File: config.mk
export PLATFORM = sky130hd
export DESIGN_NAME = pipe_controller_flat
export DESIGN_NICKNAME = d
export VERILOG_FILES = /design/src/rtl/pipe_controller_if.sv /design/src/rtl/pipe_controller.sv /design/src/flat_wrapper.sv
export SDC_FILE = /design/constraint.sdc
export NUM_CORES = 1
export LEC_CHECK = 0
export BUFFER_PORTS_ARGS = -buffer_cell sky130_fd_sc_hd__buf_2
export CORE_UTILIZATION = 34
export CTS_CLUSTER_DIAMETER = 100
export DETAILED_ROUTE_END_ITERATION = 10
export PLACE_DENSITY = 0.77
export SETUP_SLACK_MARGIN = 0.4
export SYNTH_ARGS = -nofsm -noshare
export SYNTH_HDL_FRONTEND = slang
export SYNTH_SLANG_ARGS = --single-unit
File: constraint.sdc
create_clock -name clock -period 1.5 [get_ports clock]
set_input_delay 0.15 -clock clock [delete_from_list [all_inputs] [get_ports clock]]
set_output_delay 0.15 -clock clock [all_outputs]
set_load 0.1 [all_outputs]
File: src/rtl/pipe_controller_if.sv
// Handshake bundle between the LC-3 pipeline datapath (master) and pipe_controller (slave).
interface pipe_controller_if;
   logic        complete_data;
   logic        complete_instr;
   logic [15:0] IR;
   logic [15:0] IR_Exec;
   logic [2:0]  psr;

   logic        enable_updatePC;
   logic        enable_fetch;
   logic        enable_decode;
   logic        enable_execute;
   logic        enable_writeback;
   logic        br_taken;
   logic        bypass_alu_1;
   logic        bypass_alu_2;
   logic [1:0]  mem_state;

   modport master (
      output complete_data, complete_instr, IR, IR_Exec, psr,
      input  enable_updatePC, enable_fetch, enable_decode, enable_execute,
             enable_writeback, br_taken, bypass_alu_1, bypass_alu_2, mem_state
   );

   modport slave (
      input  complete_data, complete_instr, IR, IR_Exec, psr,
      output enable_updatePC, enable_fetch, enable_decode, enable_execute,
             enable_writeback, br_taken, bypass_alu_1, bypass_alu_2, mem_state
   );
endinterface

File: src/rtl/pipe_controller.sv
// Stage enables, control stall, ALU forwarding and data-memory sequencing for an LC-3 pipeline.
// Define LC3_INDIRECT_EN to give LDI/STI an indirect-address read; otherwise they behave as LD/ST.
module pipe_controller (
   input logic              clock,
   input logic              reset,
   pipe_controller_if.slave bus
);

   // state    | meaning
   // MEM_RD   | data read outstanding (LD/LDR, or final read of LDI)
   // MEM_IND  | indirect-address read outstanding (LDI/STI)
   // MEM_WR   | data write outstanding (ST/STR, or final write of STI)
   // MEM_IDLE | no data access; pipeline free to advance
   typedef enum logic [1:0] {
      MEM_RD   = 2'd0,
      MEM_IND  = 2'd1,
      MEM_WR   = 2'd2,
      MEM_IDLE = 2'd3
   } mem_state_t;

   localparam logic [3:0] OP_BR  = 4'b0000;
   localparam logic [3:0] OP_ADD = 4'b0001;
   localparam logic [3:0] OP_LD  = 4'b0010;
   localparam logic [3:0] OP_ST  = 4'b0011;
   localparam logic [3:0] OP_AND = 4'b0101;
   localparam logic [3:0] OP_LDR = 4'b0110;
   localparam logic [3:0] OP_STR = 4'b0111;
   localparam logic [3:0] OP_NOT = 4'b1001;
   localparam logic [3:0] OP_LDI = 4'b1010;
   localparam logic [3:0] OP_STI = 4'b1011;
   localparam logic [3:0] OP_JMP = 4'b1100;
   localparam logic [3:0] OP_LEA = 4'b1110;

   localparam logic [1:0] STALL_LOAD = 2'd3;

   mem_state_t mem_state_q, mem_state_d;
   logic [1:0] stall_cnt_q, stall_cnt_d;
   logic       exec_pipe_q, exec_pipe_d;
   logic       wb_pipe_q, wb_pipe_d;
`ifdef LC3_INDIRECT_EN
   logic       ind_store_q, ind_store_d;
`endif

   logic [3:0] op_dec;
   logic [3:0] op_exec;
   logic       idle;
   logic       stall_active;
   logic       en_decode;
   logic       en_execute;
   logic       en_writeback;
   logic       br_cond;
   logic       exec_writes_alu;
   logic       dec_reads_src1;
   logic       dec_reads_src2;
   logic       unused_ir_bits;

   assign op_dec  = bus.IR[15:12];
   assign op_exec = bus.IR_Exec[15:12];
   assign unused_ir_bits = ^{bus.IR[11:9], bus.IR[4:3], bus.IR_Exec[8:0]};

   assign idle         = (mem_state_q == MEM_IDLE);
   assign stall_active = (stall_cnt_q != 2'd0);

   assign en_decode    = !reset && idle && !stall_active && bus.complete_instr;
   assign en_execute   = !reset && idle && exec_pipe_q;
   // Loads write back from the memory FSM; the enable pipeline is flushed while an access is outstanding.
   assign en_writeback = !reset &&
                         (idle ? wb_pipe_q : (mem_state_q == MEM_RD && bus.complete_data));

   assign br_cond = (op_exec == OP_JMP) ||
                    (op_exec == OP_BR && (bus.IR_Exec[11:9] & bus.psr) != 3'b000);

   assign exec_writes_alu = (op_exec == OP_ADD) || (op_exec == OP_AND) ||
                            (op_exec == OP_NOT) || (op_exec == OP_LEA);
   assign dec_reads_src1  = (op_dec == OP_ADD) || (op_dec == OP_AND) || (op_dec == OP_NOT) ||
                            (op_dec == OP_LDR) || (op_dec == OP_STR) || (op_dec == OP_JMP);
   assign dec_reads_src2  = ((op_dec == OP_ADD) || (op_dec == OP_AND)) && !bus.IR[5];

   assign bus.enable_updatePC  = en_decode;
   assign bus.enable_fetch     = en_decode;
   assign bus.enable_decode    = en_decode;
   assign bus.enable_execute   = en_execute;
   assign bus.enable_writeback = en_writeback;
   assign bus.br_taken         = !reset && idle && (stall_cnt_q == 2'd1) && br_cond;
   assign bus.bypass_alu_1     = !reset && exec_writes_alu && dec_reads_src1 &&
                                 (bus.IR_Exec[11:9] == bus.IR[8:6]);
   assign bus.bypass_alu_2     = !reset && exec_writes_alu && dec_reads_src2 &&
                                 (bus.IR_Exec[11:9] == bus.IR[2:0]);
   assign bus.mem_state        = mem_state_q;

   function automatic mem_state_t mem_entry(input logic [3:0] op);
      case (op)
         OP_LD, OP_LDR: mem_entry = MEM_RD;
         OP_ST, OP_STR: mem_entry = MEM_WR;
`ifdef LC3_INDIRECT_EN
         OP_LDI, OP_STI: mem_entry = MEM_IND;
`else
         OP_LDI: mem_entry = MEM_RD;
         OP_STI: mem_entry = MEM_WR;
`endif
         default: mem_entry = MEM_IDLE;
      endcase
   endfunction

   always_comb begin
      mem_state_d = mem_state_q;
      stall_cnt_d = stall_cnt_q;
      exec_pipe_d = exec_pipe_q;
      wb_pipe_d   = wb_pipe_q;
`ifdef LC3_INDIRECT_EN
      ind_store_d = ind_store_q;
`endif
      if (idle) begin
         exec_pipe_d = en_decode;
         wb_pipe_d   = exec_pipe_q;
         if (stall_active) begin
            stall_cnt_d = stall_cnt_q - 2'd1;
         end else if (en_decode && (op_dec == OP_BR || op_dec == OP_JMP)) begin
            stall_cnt_d = STALL_LOAD;
         end
         // A memory op in execute wins: the stall counter just loaded stays frozen until idle again.
         if (en_execute) begin
            mem_state_d = mem_entry(op_exec);
`ifdef LC3_INDIRECT_EN
            ind_store_d = (op_exec == OP_STI);
`endif
         end
      end else begin
         wb_pipe_d = 1'b0;
         if (bus.complete_data) begin
            case (mem_state_q)
               MEM_RD:  mem_state_d = MEM_IDLE;
               MEM_WR:  mem_state_d = MEM_IDLE;
`ifdef LC3_INDIRECT_EN
               MEM_IND: mem_state_d = ind_store_q ? MEM_WR : MEM_RD;
`endif
               default: mem_state_d = MEM_IDLE;
            endcase
         end
      end
   end

   always_ff @(posedge clock) begin
      if (reset) begin
         mem_state_q <= MEM_IDLE;
         stall_cnt_q <= 2'd0;
         exec_pipe_q <= 1'b0;
         wb_pipe_q   <= 1'b0;
`ifdef LC3_INDIRECT_EN
         ind_store_q <= 1'b0;
`endif
      end else begin
         mem_state_q <= mem_state_d;
         stall_cnt_q <= stall_cnt_d;
         exec_pipe_q <= exec_pipe_d;
         wb_pipe_q   <= wb_pipe_d;
`ifdef LC3_INDIRECT_EN
         ind_store_q <= ind_store_d;
`endif
      end
   end

endmodule

File: src/flat_wrapper.sv
// flat-port wrapper written by rule: the top's interface ports become plain ports
module pipe_controller_flat 
  (clock, reset, bus_complete_data, bus_complete_instr, bus_IR, bus_IR_Exec, bus_psr, bus_enable_updatePC, bus_enable_fetch, bus_enable_decode, bus_enable_execute, bus_enable_writeback, bus_br_taken, bus_bypass_alu_1, bus_bypass_alu_2, bus_mem_state);
  pipe_controller_if bus_i ();
  input logic clock;
  input logic reset;
  input wire logic [$bits(bus_i.complete_data)-1:0] bus_complete_data;
  input wire logic [$bits(bus_i.complete_instr)-1:0] bus_complete_instr;
  input wire logic [$bits(bus_i.IR)-1:0] bus_IR;
  input wire logic [$bits(bus_i.IR_Exec)-1:0] bus_IR_Exec;
  input wire logic [$bits(bus_i.psr)-1:0] bus_psr;
  output wire logic [$bits(bus_i.enable_updatePC)-1:0] bus_enable_updatePC;
  output wire logic [$bits(bus_i.enable_fetch)-1:0] bus_enable_fetch;
  output wire logic [$bits(bus_i.enable_decode)-1:0] bus_enable_decode;
  output wire logic [$bits(bus_i.enable_execute)-1:0] bus_enable_execute;
  output wire logic [$bits(bus_i.enable_writeback)-1:0] bus_enable_writeback;
  output wire logic [$bits(bus_i.br_taken)-1:0] bus_br_taken;
  output wire logic [$bits(bus_i.bypass_alu_1)-1:0] bus_bypass_alu_1;
  output wire logic [$bits(bus_i.bypass_alu_2)-1:0] bus_bypass_alu_2;
  output wire logic [$bits(bus_i.mem_state)-1:0] bus_mem_state;
  assign bus_i.complete_data = bus_complete_data;
  assign bus_i.complete_instr = bus_complete_instr;
  assign bus_i.IR = bus_IR;
  assign bus_i.IR_Exec = bus_IR_Exec;
  assign bus_i.psr = bus_psr;
  assign bus_enable_updatePC = bus_i.enable_updatePC;
  assign bus_enable_fetch = bus_i.enable_fetch;
  assign bus_enable_decode = bus_i.enable_decode;
  assign bus_enable_execute = bus_i.enable_execute;
  assign bus_enable_writeback = bus_i.enable_writeback;
  assign bus_br_taken = bus_i.br_taken;
  assign bus_bypass_alu_1 = bus_i.bypass_alu_1;
  assign bus_bypass_alu_2 = bus_i.bypass_alu_2;
  assign bus_mem_state = bus_i.mem_state;
  pipe_controller u_core (.clock(clock), .reset(reset), .bus(bus_i));
endmodule
==> metrics.txt <==
outcome=finished clean; Pre-antenna DRT Iters=6; CTS sink count=6; Final Setup Violations=0; gr ovfl total=0; Setup WS post-layout=0.02926 ns; clock slew at reported path FFs=0.06 ns; deepest clock path buffer count=2; Hold Worst Slack=0.2005 ns; final std cells w/o fill=120; Worst R2R End=u_core.stall_cnt_q[0]; DP Area=roughly 890 µm²; initial antenna violation count=0; Die Wd=just under 40 µm; DR DRC count=0; unrepaired setup endpoints after global routing=true; kind of critical path=flip-flop to output port; Worst EP required=~1.4 ns; Post-DP HPWL=1200 µm; Leakage=approximately 0.5 nW; Levels on crit path=6; sequence of cells on the critical path=inv_2 -> ha_4 -> nand2_4 -> nor3_4 -> buf_12 -> buf_16; cell family with most CP delay=buffers and inverters; vias per cell=~5.6; # rows=13; final worst-path cycle share=0.9805; I/O Buffers=34; core area=1318 µm²; overall routing resource usage=0.3099; part of the power in combinational logic=0.688; power density over the cells=~1100 nW/µm²; sequential fraction of the synthesis area=0.2474; final hold viol count=0; Slew @ Worst Pin=between 0.2 and 0.3 ns; top-area cell type share of the netlist area=0.2474; final instance area=between 1000 and 1500 µm²; Critical Path Fanout Max=4; crit path from=u_core.stall_cnt_q[1]; Final min period=between 1 and 1.5 ns; Setup Skew=approximately 0.016 ns; Most used DFF post-synth=dfxtp_1; Diodes inserted=0; Post-synth EDFFs=0; CP max-delay cell=dfxtp_2; DRT antenna net count=0; leading area contributor after synthesis=dfxtp_1; Int Pwr=0.7040 mW; Seq cells post-synth=6; die height=about 40 µm; Reg2Reg Setup Slack=approximately 0.12 ns; net switching power figure=0.5722 mW; vias in the first global route=between 600 and 700; Wirelength per Cell=around 19 µm; Switching Share=0.4484; GP Congestion=between 0.7 and 0.8; hold crit path type=input port to flip-flop; fmax=between 600 and 700 MHz; Bufs and invs on worst path=3; H-tree Lvls=1; fraction of layout cells with a size suffix above 1=0.7714; max-slew violations=0; crit-path max cell delay=between 0.3 and 0.4 ns; Critical Path AT=approximately 1.3 ns; global-route wire length before repair=around 3000 µm; mapped cell area=485.5 µm²; Yosys cell types=26; DR vias=approximately 670; max_cap viols=0; hold_buf cts=0; pre-CTS setup slack=about 0.13 ns; root buffer cell=clkbuf_4; Worst-Skew Late Latency=roughly 0.26 ns; DRT Wirelength=approximately 2300 µm; Avg Inst Size Synth=approximately 7.7 µm²; CTS tree=built; Cells after Synth=63; Post-Syn Nets=roughly 100; Iter 0 DRT Violations=29; PnR Total Power=around 1.3 mW; ys async rst share=0; Initial Util=0.3685; Worst setup SP type=flip-flop; hold path endpoint=u_core.bus.mem_state[1]; Worst VDD drop=1001 µV; Syn. warnings=0; synth top area cells=dfxtp_1, xnor2_1, ha_1; pin count of the biggest net entering global routing=7; fin util=0.9003; Ports=a little under 50; Area Growth Syn to Fin=144.3%; nature of the critical path endpoint=output port; Clock Power Share=0.139; total CTS buffers=3; Hold Path Depth=3; max_slew headroom=0.8047; setup TNS=0 ns; Filler Cells Inserted=between 50 and 60; power share of the sequential group=0.173; dpl cells=110; reg2reg start=u_core.stall_cnt_q[1]; R2R cell count=7; die footprint=roughly 1600 µm²; nets@finish=between 100 and 150; Hold Crit Start=bus_complete_data
-- cell type report --
cell class	instances	area, µm²	share of cell area
inverter	4	15.01	0.01266
clock buffer	4	26.28	0.02215
tap	15	18.77	0.01582
multi-input combinational	51	561.8	0.4736
sequential	6	130.1	0.1097
timing repair buffer	40	434.2	0.3660
-- worst register-to-register path: stages (launching register included) --
cell and delay, ns:
dfxtp_2 0.32, inv_2 0.07, ha_4 0.15, nand2_4 0.05, buf_4 0.13, and4b_4 0.36
nor3_4 0.05, a211oi_2 0.16
-- placed cells by master (no fill, tap or decap), drive strengths merged --
cell and count:
a211oi 1, a21o 1, a21oi 1, a222oi 1, a22oi 1, and2 3
and3b 2, and4b 1, buf 40, clkbuf 4, dfxtp 6, ha 2
inv 4, nand2 6, nand3 2, nand4 2, nor2 6, nor2b 1
nor3 3, nor3b 1, nor4b 1, o21ai 5, o22ai 1, o311a 1
or3 1, xnor2 8
-- synth_stat cells, types with 2 or more instances --
library cell	instances
xnor2_1	8
dfxtp_1	6
nand2_1	6
nor2_1	6
inv_1	4
o21ai_0	4
and2_1	3
nor3_1	3
and3b_1	2
buf_4	2
ha_1	2
nand3_1	2
nand4_1	2
-- cells by family after synthesis --
| family | Yosys count | synth area share |
|---|---|---|
| AND/OR/NAND/NOR | 29 | 0.3325 |
| flip-flops | 6 | 0.2474 |
| AO/OA/AOI/OAI | 12 | 0.1624 |
| adder cells (fa/ha/maj) | 2 | 0.05154 |
| buffers and inverters | 6 | 0.06184 |
| XOR/XNOR | 8 | 0.1443 |
-- per-layer routing --
layer | share of wire | track usage | up-vias
li1 | - | - | 308
met1 | 0.35 | 0.2973 | 332
met2 | 0.59 | 0.5779 | 29
met3 | 0.052 | 0.1080 | 2
met4 | 0.0052 | 0.1379 | 0
met5 | 0 | 0 | -
-- how the worst max path moves through the flow --
| stage | to |
|---|---|
| after floorplan | bus_enable_fetch |
| after global placement | u_core.stall_cnt_q[1] |
| after detailed placement | u_core.stall_cnt_q[1] |
| after CTS | bus_enable_decode |
| after global routing | bus_enable_updatePC |
| final | bus_enable_fetch |
-- flip-flops by register name, summed over array words and instances, names as in the netlist --
signal                count
u_core.bus.mem_state      2
u_core.wb_pipe_q          1
u_core.exec_pipe_q        1
u_core.stall_cnt_q        2
-- power groups by stage --
stage	logic, mW	registers (mW)	clock network, mW
floorplan	0.411	0.225	0
global placement	0.539	0.218	0
detailed placement	0.554	0.219	0
CTS	0.731	0.219	0.173
global route	0.922	0.226	0.191
finish	0.878	0.221	0.177
-- timing repair --
action                                  4_1_cts  5_1_grt
buffers inserted                              4        2
resized for setup                            43       10
pin swaps                                    18        4
endpoints found under the setup margin       13       15
Power figures use the tool's default switching activity.
